--- src/rtl/mouse_pkg.sv ---
// Shared definitions for the PS/2 mouse packet path: FSM encoding, status-byte
// bit positions and the default inter-byte timeout.
package mouse_pkg;

    typedef enum logic [1:0] {
        WAIT_B0 = 2'd0,
        WAIT_B1 = 2'd1,
        WAIT_B2 = 2'd2,
        PUBLISH = 2'd3
    } state_t;

    localparam int BTN_L = 0;
    localparam int BTN_R = 1;
    localparam int BTN_M = 2;
    localparam int SYNC  = 3;
    localparam int XS    = 4;
    localparam int YS    = 5;
    localparam int XO    = 6;
    localparam int YO    = 7;

    // 2 ms at 50 MHz
    localparam int DEF_TIMEOUT_CYCLES = 100000;

    // Overflowed axes clamp to the extreme of their sign.
    function automatic logic [8:0] sat_delta(input logic sign, input logic ovf,
                                             input logic [7:0] raw);
        if (ovf)
            return sign ? 9'h100 : 9'h0FF;
        return {sign, raw};
    endfunction

endpackage

--- src/rtl/mouse_timeout_counter.sv ---
// Free-running cycle counter with synchronous clear; expire is high during the
// LIMIT-th consecutive enabled cycle.
module mouse_timeout_counter #(
    parameter int LIMIT = 100000
) (
    input  logic clk,
    input  logic rst_n,
    input  logic clear,
    input  logic enable,
    output logic expire
);

    localparam int W = (LIMIT > 1) ? $clog2(LIMIT) : 1;
    localparam logic [W-1:0] LAST = W'(LIMIT - 1);

    logic [W-1:0] cnt;

    always_ff @(posedge clk or negedge rst_n) begin
        if (!rst_n)
            cnt <= '0;
        else if (clear)
            cnt <= '0;
        else if (enable)
            cnt <= (cnt == LAST) ? '0 : cnt + 1'b1;
    end

    assign expire = enable && (cnt == LAST);

endmodule

--- src/rtl/mouse_packet_assembler.sv ---
// Frames 3-byte PS/2 mouse packets into buttons and 9-bit signed deltas held
// under a valid/ack handshake. Define MOUSE_OVF_SAT_EN to clamp overflowed axes.
module mouse_packet_assembler
    import mouse_pkg::*;
#(
    parameter int TIMEOUT_CYCLES = DEF_TIMEOUT_CYCLES,
    parameter int ERR_CNT_W      = 8
) (
    input  logic                 CLK,
    input  logic                 RESET_N,
    input  logic                 ENABLE,
    input  logic [7:0]           BYTE_READ,
    input  logic [1:0]           BYTE_ERROR_CODE,
    input  logic                 BYTE_READY,
    output logic                 READ_ENABLE,
    output logic                 PACKET_VALID,
    input  logic                 PACKET_ACK,
    output logic [2:0]           BUTTONS,
    output logic [8:0]           DX,
    output logic [8:0]           DY,
    output logic [1:0]           OVF,
    output logic                 OVERRUN,
    output logic [ERR_CNT_W-1:0] ERR_COUNT
);

    state_t     state, state_n;
    logic [7:0] status_q, x_q, y_q;
    logic       latch_s, latch_x, latch_y, drop, publish;
    logic       counting, expire;
    logic       byte_ok;

    assign byte_ok  = (BYTE_ERROR_CODE == 2'b00);
    assign counting = ENABLE && (state == WAIT_B1 || state == WAIT_B2);

    mouse_timeout_counter #(.LIMIT(TIMEOUT_CYCLES)) u_timeout (
        .clk    (CLK),
        .rst_n  (RESET_N),
        .clear  (!counting || latch_x || latch_y || drop),
        .enable (counting),
        .expire (expire)
    );

    always_ff @(posedge CLK or negedge RESET_N) begin
        if (!RESET_N)
            state <= WAIT_B0;
        else
            state <= state_n;
    end

    always_comb begin
        state_n = state;
        latch_s = 1'b0;
        latch_x = 1'b0;
        latch_y = 1'b0;
        drop    = 1'b0;
        publish = 1'b0;
        if (!ENABLE) begin
            state_n = WAIT_B0;
        end else begin
            case (state)
                WAIT_B0: begin
                    if (BYTE_READY) begin
                        if (!byte_ok || !BYTE_READ[SYNC]) begin
                            drop = 1'b1;
                        end else begin
                            latch_s = 1'b1;
                            state_n = WAIT_B1;
                        end
                    end
                end
                WAIT_B1: begin
                    if (BYTE_READY && byte_ok) begin
                        latch_x = 1'b1;
                        state_n = WAIT_B2;
                    end else if (BYTE_READY || expire) begin
                        drop    = 1'b1;
                        state_n = WAIT_B0;
                    end
                end
                WAIT_B2: begin
                    if (BYTE_READY && byte_ok) begin
                        latch_y = 1'b1;
                        state_n = PUBLISH;
                    end else if (BYTE_READY || expire) begin
                        drop    = 1'b1;
                        state_n = WAIT_B0;
                    end
                end
                PUBLISH: begin
                    publish = 1'b1;
                    state_n = WAIT_B0;
                end
                default: state_n = WAIT_B0;
            endcase
        end
    end

    always_ff @(posedge CLK or negedge RESET_N) begin
        if (!RESET_N) begin
            status_q <= '0;
            x_q      <= '0;
            y_q      <= '0;
        end else begin
            if (latch_s) status_q <= BYTE_READ;
            if (latch_x) x_q      <= BYTE_READ;
            if (latch_y) y_q      <= BYTE_READ;
        end
    end

    always_ff @(posedge CLK or negedge RESET_N) begin
        if (!RESET_N) begin
            READ_ENABLE  <= 1'b0;
            PACKET_VALID <= 1'b0;
            BUTTONS      <= '0;
            DX           <= '0;
            DY           <= '0;
            OVF          <= '0;
            OVERRUN      <= 1'b0;
            ERR_COUNT    <= '0;
        end else begin
            READ_ENABLE <= ENABLE;
            OVERRUN     <= 1'b0;
            if (publish) begin
                // Ack in the publish cycle retires the old packet, so no overrun.
                OVERRUN      <= PACKET_VALID && !PACKET_ACK;
                PACKET_VALID <= 1'b1;
                BUTTONS      <= {status_q[BTN_M], status_q[BTN_R], status_q[BTN_L]};
                OVF          <= {status_q[YO], status_q[XO]};
`ifdef MOUSE_OVF_SAT_EN
                DX           <= sat_delta(status_q[XS], status_q[XO], x_q);
                DY           <= sat_delta(status_q[YS], status_q[YO], y_q);
`else
                DX           <= {status_q[XS], x_q};
                DY           <= {status_q[YS], y_q};
`endif
            end else if (PACKET_VALID && PACKET_ACK) begin
                PACKET_VALID <= 1'b0;
            end
            if (drop && (ERR_COUNT != {ERR_CNT_W{1'b1}}))
                ERR_COUNT <= ERR_COUNT + 1'b1;
        end
    end

endmodule

--- config.mk ---
export PLATFORM = sky130hd
export DESIGN_NAME = mouse_packet_assembler
export DESIGN_NICKNAME = d
export VERILOG_FILES = /design/src/rtl/mouse_pkg.sv /design/src/rtl/mouse_timeout_counter.sv /design/src/rtl/mouse_packet_assembler.sv
export SDC_FILE = /design/constraint.sdc
export NUM_CORES = 1
export LEC_CHECK = 0
export ABC_AREA = 1
export ABC_CLOCK_PERIOD_IN_PS = 2200
export CAP_MARGIN = 20
export CELL_PAD_IN_SITES_DETAIL_PLACEMENT = 0
export CELL_PAD_IN_SITES_GLOBAL_PLACEMENT = 1
export CORE_MARGIN = 2
export CORE_UTILIZATION = 30
export CTS_BUF_LIST = sky130_fd_sc_hd__clkbuf_16
export DETAILED_ROUTE_END_ITERATION = 10
export PLACE_DENSITY = 0.67
export SYNTH_ARGS = -nofsm -noshare
export SYNTH_HDL_FRONTEND = slang
export SYNTH_HIERARCHICAL = 1
export SYNTH_SLANG_ARGS = --single-unit
--- constraint.sdc ---
create_clock -name CLK -period 2.2 [get_ports CLK]
set_input_delay 0.33 -clock CLK [delete_from_list [all_inputs] [get_ports CLK]]
set_output_delay 0.33 -clock CLK [all_outputs]
set_load 0.1 [all_outputs]
== Word-level counts from Yosys, hierarchy flattened ==
Index checks and enable logic that the tools add are counted.

* Bits in registers: 77
* Latch bits: 0
* Bits in writable memories: 0
* Bits in read-only memories: 0
* Input port bits: 15
* Output and inout port bits: 34
* Logic and storage cells: 74
* Memories kept: 0

* $add $sub $neg: 2
* Multiply operators: 0
* Div/mod/pow operators: 0
* Order comparisons: 0
* Equal/unequal tests: 7
* Shifts and indexed selects: 0
* Mux-type cells: 30
* Bitwise logic cells: 0
* Reductions and logical operators: 22

{| class="wikitable"
|+ Operator list
! kind !! number
|-
| $mux 17 || 3
|-
| $mux 1 || 19
|-
| $add 17x1->17 const B || 1
|-
| $eq 17x17->1 const B || 1
|-
| $mux 2 || 6
|-
| $add 8x1->8 const B || 1
|-
| $ne 8x8->1 const B || 1
|-
| $pmux 2 s4 || 1
|-
| $logic_and 1x1->1 || 6
|-
| $logic_or 1x1->1 || 6
|-
| $ne 3x3->1 const B || 2
|-
| $eq 2x2->1 const B || 2
|-
| $logic_not 1->1 || 4
|-
| $logic_not 2->1 || 2
|-
| $reduce_bool 2->1 || 2
|-
| $eq 2x1->1 const B || 1
|-
| $pmux 1 s2 || 1
|-
| $reduce_and 2->1 || 1
|-
| $reduce_or 2->1 || 1
|}

== Longest topological paths before layout ==
* Word-level depth: 11
* Gate-level depth with buffers: 20
* Gate-level depth less buffers: 19

== Hierarchy ==
The synthesis kept the hierarchy.

{| class="wikitable"
|+ Modules (own cells, without submodules)
! module !! instances !! cells an instance !! area each (sq um) !! seq. area each (sq um)
|-
| mouse_packet_assembler || 1 || 297 || 2725.1 || 1476.4
|-
| mouse_timeout_counter || 1 || 176 || 1193.6 || 425.4
|}

== Worst setup path after synthesis ==
OpenSTA, ideal clock, no wires.

* Kind: register to register
* Start point: reg state[0]
* End point: reg u_timeout.cnt[12]
* Setup time: 116 ps
* Data arrival time: 2201 ps
* Required time: 2084 ps
* Slack: -118 ps
* Cell stages (with the launch flop): 20
* Path buffers: 1
* Clock period less this slack: 2318 ps
* Path through: dfrtp_1 -> inv_1 -> ha_1 -> nand2_1 -> inv_1 -> inv_1 -> nor2_1 -> nor2_1 -> inv_1 -> nand3_1 -> nand2_2 -> nand2_1 -> nand3_1 -> nor2_1 -> buf_2 -> nor2_4 -> nand2_2 -> nor2_2 -> nor2_1 -> nor2_2

* Longest elaborated chain between the ends: 11
* Elaborated cells between the ends (all ways): 22
* Those cells by class: eq/ne (2); mux (9); reduce/logical (11)

{| class="wikitable"
|+ RTL lines
! what !! line !! source
|-
| start, declared || mouse_packet_assembler.sv:26 || <nowiki>state_t state, state_n;</nowiki>
|-
| start signal, assigned || mouse_packet_assembler.sv:47 || <nowiki>state <= state_n;</nowiki>
|-
| $eq 2x1->1 / $eq 2x2->1 (equally long branches) || mouse_packet_assembler.sv:33 || <nowiki>assign counting = ENABLE && (state == WAIT_B1 || state == WAIT_B2);</nowiki>
|-
| $logic_or 1x1->1 * || mouse_packet_assembler.sv:33 ||
|-
| $logic_and 1x1->1 * || mouse_packet_assembler.sv:33 ||
|-
| net counting || mouse_packet_assembler.sv:29 || <nowiki>logic counting, expire;</nowiki>
|-
| $logic_and 1x1->1 * || mouse_timeout_counter.sv:27 || <nowiki>assign expire = enable && (cnt == LAST);</nowiki>
|-
| net expire || mouse_packet_assembler.sv:29 ||
|-
| $logic_or 1x1->1 * || mouse_packet_assembler.sv:75, mouse_packet_assembler.sv:84 ||
|-
| $mux 1 * || mouse_packet_assembler.sv:75, mouse_packet_assembler.sv:84 ||
|-
| $mux 1 * || mouse_packet_assembler.sv:81 || <nowiki>if (BYTE_READY && byte_ok) begin</nowiki>
|-
| $pmux 1 s2 * || mouse_packet_assembler.sv:60 || <nowiki>case (state)</nowiki>
|-
| $mux 1 * || mouse_packet_assembler.sv:57 || <nowiki>if (!ENABLE) begin</nowiki>
|-
| $logic_or 1x1->1 * || mouse_packet_assembler.sv:38 || <nowiki>.clear (!counting || latch_x || latch_y || drop),</nowiki>
|-
| $mux 17 / $reduce_bool 2->1 (equally long branches) || - ||
|-
| end signal, assigned || mouse_timeout_counter.sv:24 || <nowiki>cnt <= (cnt == LAST) ? '0 : cnt + 1'b1;</nowiki>
|-
| end, declared || mouse_timeout_counter.sv:16 || <nowiki>logic [W-1:0] cnt;</nowiki>
|}

The timed path passes the listed nets; every way through them passes the cells marked *.
A chain may end at the register's enable or synchronous reset.

== Worst setup path in the final report ==
* Start point: reg u_timeout.cnt[0]
* End point: reg u_timeout.cnt[12]

* Longest elaborated chain between the ends: 9
* Elaborated cells between the ends (all ways): 13
* Those cells by class: add/sub (1); eq/ne (1); mux (7); reduce/logical (4)

{| class="wikitable"
|+ RTL lines
! what !! line
|-
| $eq 17x17->1 * || mouse_timeout_counter.sv:27
|-
| $logic_and 1x1->1 * || mouse_timeout_counter.sv:27
|-
| net expire || mouse_packet_assembler.sv:29
|-
| $logic_or 1x1->1 * || mouse_packet_assembler.sv:75, mouse_packet_assembler.sv:84
|-
| $mux 1 * || mouse_packet_assembler.sv:75, mouse_packet_assembler.sv:84
|-
| $mux 1 * || mouse_packet_assembler.sv:81
|-
| $pmux 1 s2 * || mouse_packet_assembler.sv:60
|-
| $mux 1 * || mouse_packet_assembler.sv:57
|-
| $logic_or 1x1->1 * || mouse_packet_assembler.sv:38
|-
| $mux 17 / $reduce_bool 2->1 (equally long branches) || -
|}

The timed path passes the listed nets; every way through them passes the cells marked *. The select of a mux whose other input is x is not followed.

==> impl_metrics.env <==
export IMPL_status="finished, violations left"
export IMPL_violations="negative setup slack"
export IMPL_arrival_ns=2.50
export IMPL_cts_tree="yes"
export IMPL_async_reset_ff_share_pct=100.0
export IMPL_htreeDepth=3
export IMPL_synthTopCellsByArea="dfrtp_1 (49%), nand2_1 (11%), inv_1 (5.7%)"
export IMPL_clkPwrFrac_pct=21.4
export IMPL_syn_to_final_growth_pct=29.92
export IMPL_min_path_type="input pin to asynchronous set/reset pin"
export IMPL_yosys_area_share_simple_pct=30.81
export IMPL_ys_flop_type="dfrtp_1"
export IMPL_coreArea_sq_um=12670
export IMPL_finClkSkew_ns=0.006040
export IMPL_ys_seq_area_share_pct=48.53
export IMPL_viasPerCell=4.391
export IMPL_worst_slew_pin_slew_ns=0.3495
export IMPL_synth_top_area_share_pct=48.53
export IMPL_nets=580
export IMPL_fillers=1320
export IMPL_clk_pin_slew_worst_paths_ns=0.06
export IMPL_antenna_found_initial=0
export IMPL_final_max_slew_viol_count=0
export IMPL_clock_path_buffers=2
export IMPL_power_internal_w=0.003430
export IMPL_stdcell_area_sq_um=5091
export IMPL_start_util_pct=30.93
export IMPL_first_pass_iters=4
export IMPL_grt_util_all_layers_pct=13.95
export IMPL_grt_pass1_wl_um=15460
export IMPL_setup_violations=10
export IMPL_rsz0062_at_grt="yes"
export IMPL_final_cell_mix="nand2_1 (112), dfrtp_1 (76), buf_4 (66), inv_1 (57), nor2_1 (43)"
export IMPL_critical_path_endpoint_type="register"
export IMPL_synth_adder_area_share_pct=2.554
export IMPL_grt_max_degree=54
export IMPL_cts_root_buf="clkbuf_16"
export IMPL_ios=49
export IMPL_drc=0
export IMPL_synth_nets=496
export IMPL_drive_gt1_share_pct=26.16
export IMPL_die_h_um=118.3
export IMPL_finalCriticalPeriod_ns=2.272
export IMPL_wl_per_cell_um=12.73
export IMPL_cts_sinks=76
export IMPL_clock_latency_ns=0.33
export IMPL_p_sw_w=0.003343
export IMPL_relSlewSlack_pct=76.70
export IMPL_synthXorXnorAreaFrac_pct=1.117
export IMPL_power_w=0.006773
export IMPL_leakage_nw=2.453
export IMPL_grt_pass1_vias=3071
export IMPL_synth_edf_count=0
export IMPL_synth_compound_area_share_pct=8.269
export IMPL_start_kind="register"
export IMPL_num_rows=41
export IMPL_swShare_pct=49.36
export IMPL_ir_worst_vdd_mv=0.8131
export IMPL_die_width_um=118.3
export IMPL_hold_viol=0
export IMPL_wl_um=9345
export IMPL_n_antenna_cell=0
export IMPL_seq_power_share_pct=30.3
export IMPL_ys_ff_latch=76
export IMPL_synthMuxAreaShare_pct=0
export IMPL_worst_slack_ns=-0.07168
export IMPL_max_freq_mhz=440.2
export IMPL_avgSynthCellArea_sq_um=8.285
export IMPL_placedInstanceArea_sq_um=4707
export IMPL_layout_commonest_cell="nand2_1"
export IMPL_synth_cell_types=34
export IMPL_syn_instance_count=473
export IMPL_gp_congestion=0.9522
export IMPL_multi_input_comb_area_sq_um=1734
export IMPL_post_synth_top_area_cell="dfrtp_1"
export IMPL_cp_required_ns=2.42
export IMPL_synth_top_family_by_area="simple AND/OR/NAND/NOR gates"
export IMPL_finalSetupTns_ns=-0.4689
export IMPL_port_buffers=48
export IMPL_cts_made_buffers=9
export IMPL_whs_ns=0.4423
export IMPL_fin_crit_sh_pct=103.3
export IMPL_crit_type="register to register"
export IMPL_gr_total_overflow=0
export IMPL_dp_hpwl_um=6694
export IMPL_die_area_sq_um=13990
export IMPL_path_max_fanout=5
export IMPL_vias=3223
export IMPL_reg2regPathDepth=20
export IMPL_antenna_left=0
export IMPL_synth_area_sq_um=3919
export IMPL_drt_iter0_drc=151
export IMPL_drv_cap=0
export IMPL_seq_area_sq_um=1902
export IMPL_yosys_warnings=6
export IMPL_p_per_area_nw_per_um2=1330
export IMPL_combPwrFrac_pct=48.3
==> repair_timing <==
item                                    CTS  global route
endpoints found under the hold margin    23             0
endpoints found under the setup margin   12            22
hold buffers                              1             0
pin swaps                                 2            12
resized for setup                         7            10
buffers inserted                          2             2
==> through the flow <==
stage / setup slack (ns) / utilization, % / std cells
2_1_floorplan: -0.03393 / - / 473
3_3_place_gp: -0.02645 / 37.15 / 714
3_5_place_dp: -0.09710 / 37.15 / 714
6_report: -0.07168 / 40.18 / 734
4_1_cts: -0.01909 / 39.86 / 733
5_1_grt: -0.2258 / 40.18 / 734
==> power by group through the flow <==
stage	registers [W]	logic [W]	clock network (W)
2_1_floorplan	0.00378	0.000741	0
5_1_grt	0.00210	0.00347	0.00156
3_3_place_gp	0.00207	0.00321	0
4_1_cts	0.00206	0.00327	0.00151
6_report	0.00205	0.00327	0.00145
3_5_place_dp	0.00208	0.00323	0
==> worst paths after layout <==
check / from / endpoint / slack [ns]
min: RESET_N / OVERRUN$_DFF_PN0_ / 0.44
max reg2reg: u_timeout/cnt[0]$_DFFE_PN0P_ / u_timeout/cnt[12]$_DFFE_PN0P_ / -0.07
min reg2reg: DY[8]$_DFFE_PN0P_ / DY[8]$_DFFE_PN0P_ / 0.49
max: u_timeout/cnt[0]$_DFFE_PN0P_ / u_timeout/cnt[12]$_DFFE_PN0P_ / -0.07
max in group asynchronous: RESET_N / ERR_COUNT[3]$_DFFE_PN0P_ / 1.17
min in group CLK: DY[8]$_DFFE_PN0P_ / DY[8]$_DFFE_PN0P_ / 0.49
==> Yosys cell counts, types with 2 or more instances <==
| library cell | count |
|---|---|
| nor2_2 | 11 |
| ha_1 | 8 |
| o21ai_2 | 5 |
| nand4_1 | 13 |
| inv_1 | 60 |
| clkbuf_1 | 2 |
| buf_2 | 2 |
| nand2_2 | 16 |
| nand3_1 | 31 |
| buf_6 | 2 |
| nor2_8 | 2 |
| nor3_1 | 3 |
| o21ai_0 | 43 |
| nor2_4 | 5 |
| buf_4 | 3 |
| xor2_1 | 4 |
| nor2_1 | 47 |
| nand2_1 | 114 |
| nand2_4 | 2 |
| a21oi_1 | 10 |
| dfrtp_1 | 76 |
| nand3_4 | 2 |
==> cell families after synthesis <==
kind of cell | after synthesis
xor gates and xnor gates | 5
DFF | 76
adders and majority gates | 8
AOI/OAI and AO/OA | 60
and+or+nand+nor | 250
buffers and inverters | 74
==> per-layer routing <==
| layer | up-vias | share of wire (%) | GRT usage, % |
|---|---|---|---|
| li1 | 1664 | - | - |
| met1 | 1503 | 49 | 18.22 |
| met2 | 50 | 47 | 21.97 |
| met3 | 6 | 3.1 | 4.006 |
| met4 | 0 | 0.98 | 5.045 |
| met5 | - | 0 | 0 |
==> registers in the layout, indices dropped and copies added, names as in the netlist <==
signal	count
BUTTONS	3
status_q	7
OVERRUN	1
y_q	8
DX	9
OVF	2
state	2
x_q	8
u_timeout/cnt	17
PACKET_VALID	1
ERR_COUNT	8
DY	9
READ_ENABLE	1
==> layout make-up <==
class	instances	share of cell area, %
timing repair buffer	84	13.71
clock buffer	9	4.424
clock inverter	7	1.327
inverter	63	4.891
multi-input combinational	323	34.06
sequential	76	37.36
tap	172	4.227
==> worst max-delay path, stage by stage, from the launching register on <==
cell	delay (ns)
dfrtp_1	0.39
ha_2	0.20
nand2_2	0.08
nor2_4	0.04
nand2_2	0.07
nor2_2	0.04
nand4_1	0.11
nor2_1	0.05
nor2_1	0.14
inv_1	0.08
nand3_2	0.07
nand2_2	0.06
nand2_2	0.08
nand3_4	0.07
nor2_4	0.25
buf_6	0.16
nor2_4	0.04
nand2_2	0.06
nor2_2	0.03
nor2_1	0.11
nor2_2	0.04
(Power assumes the default switching activity.)
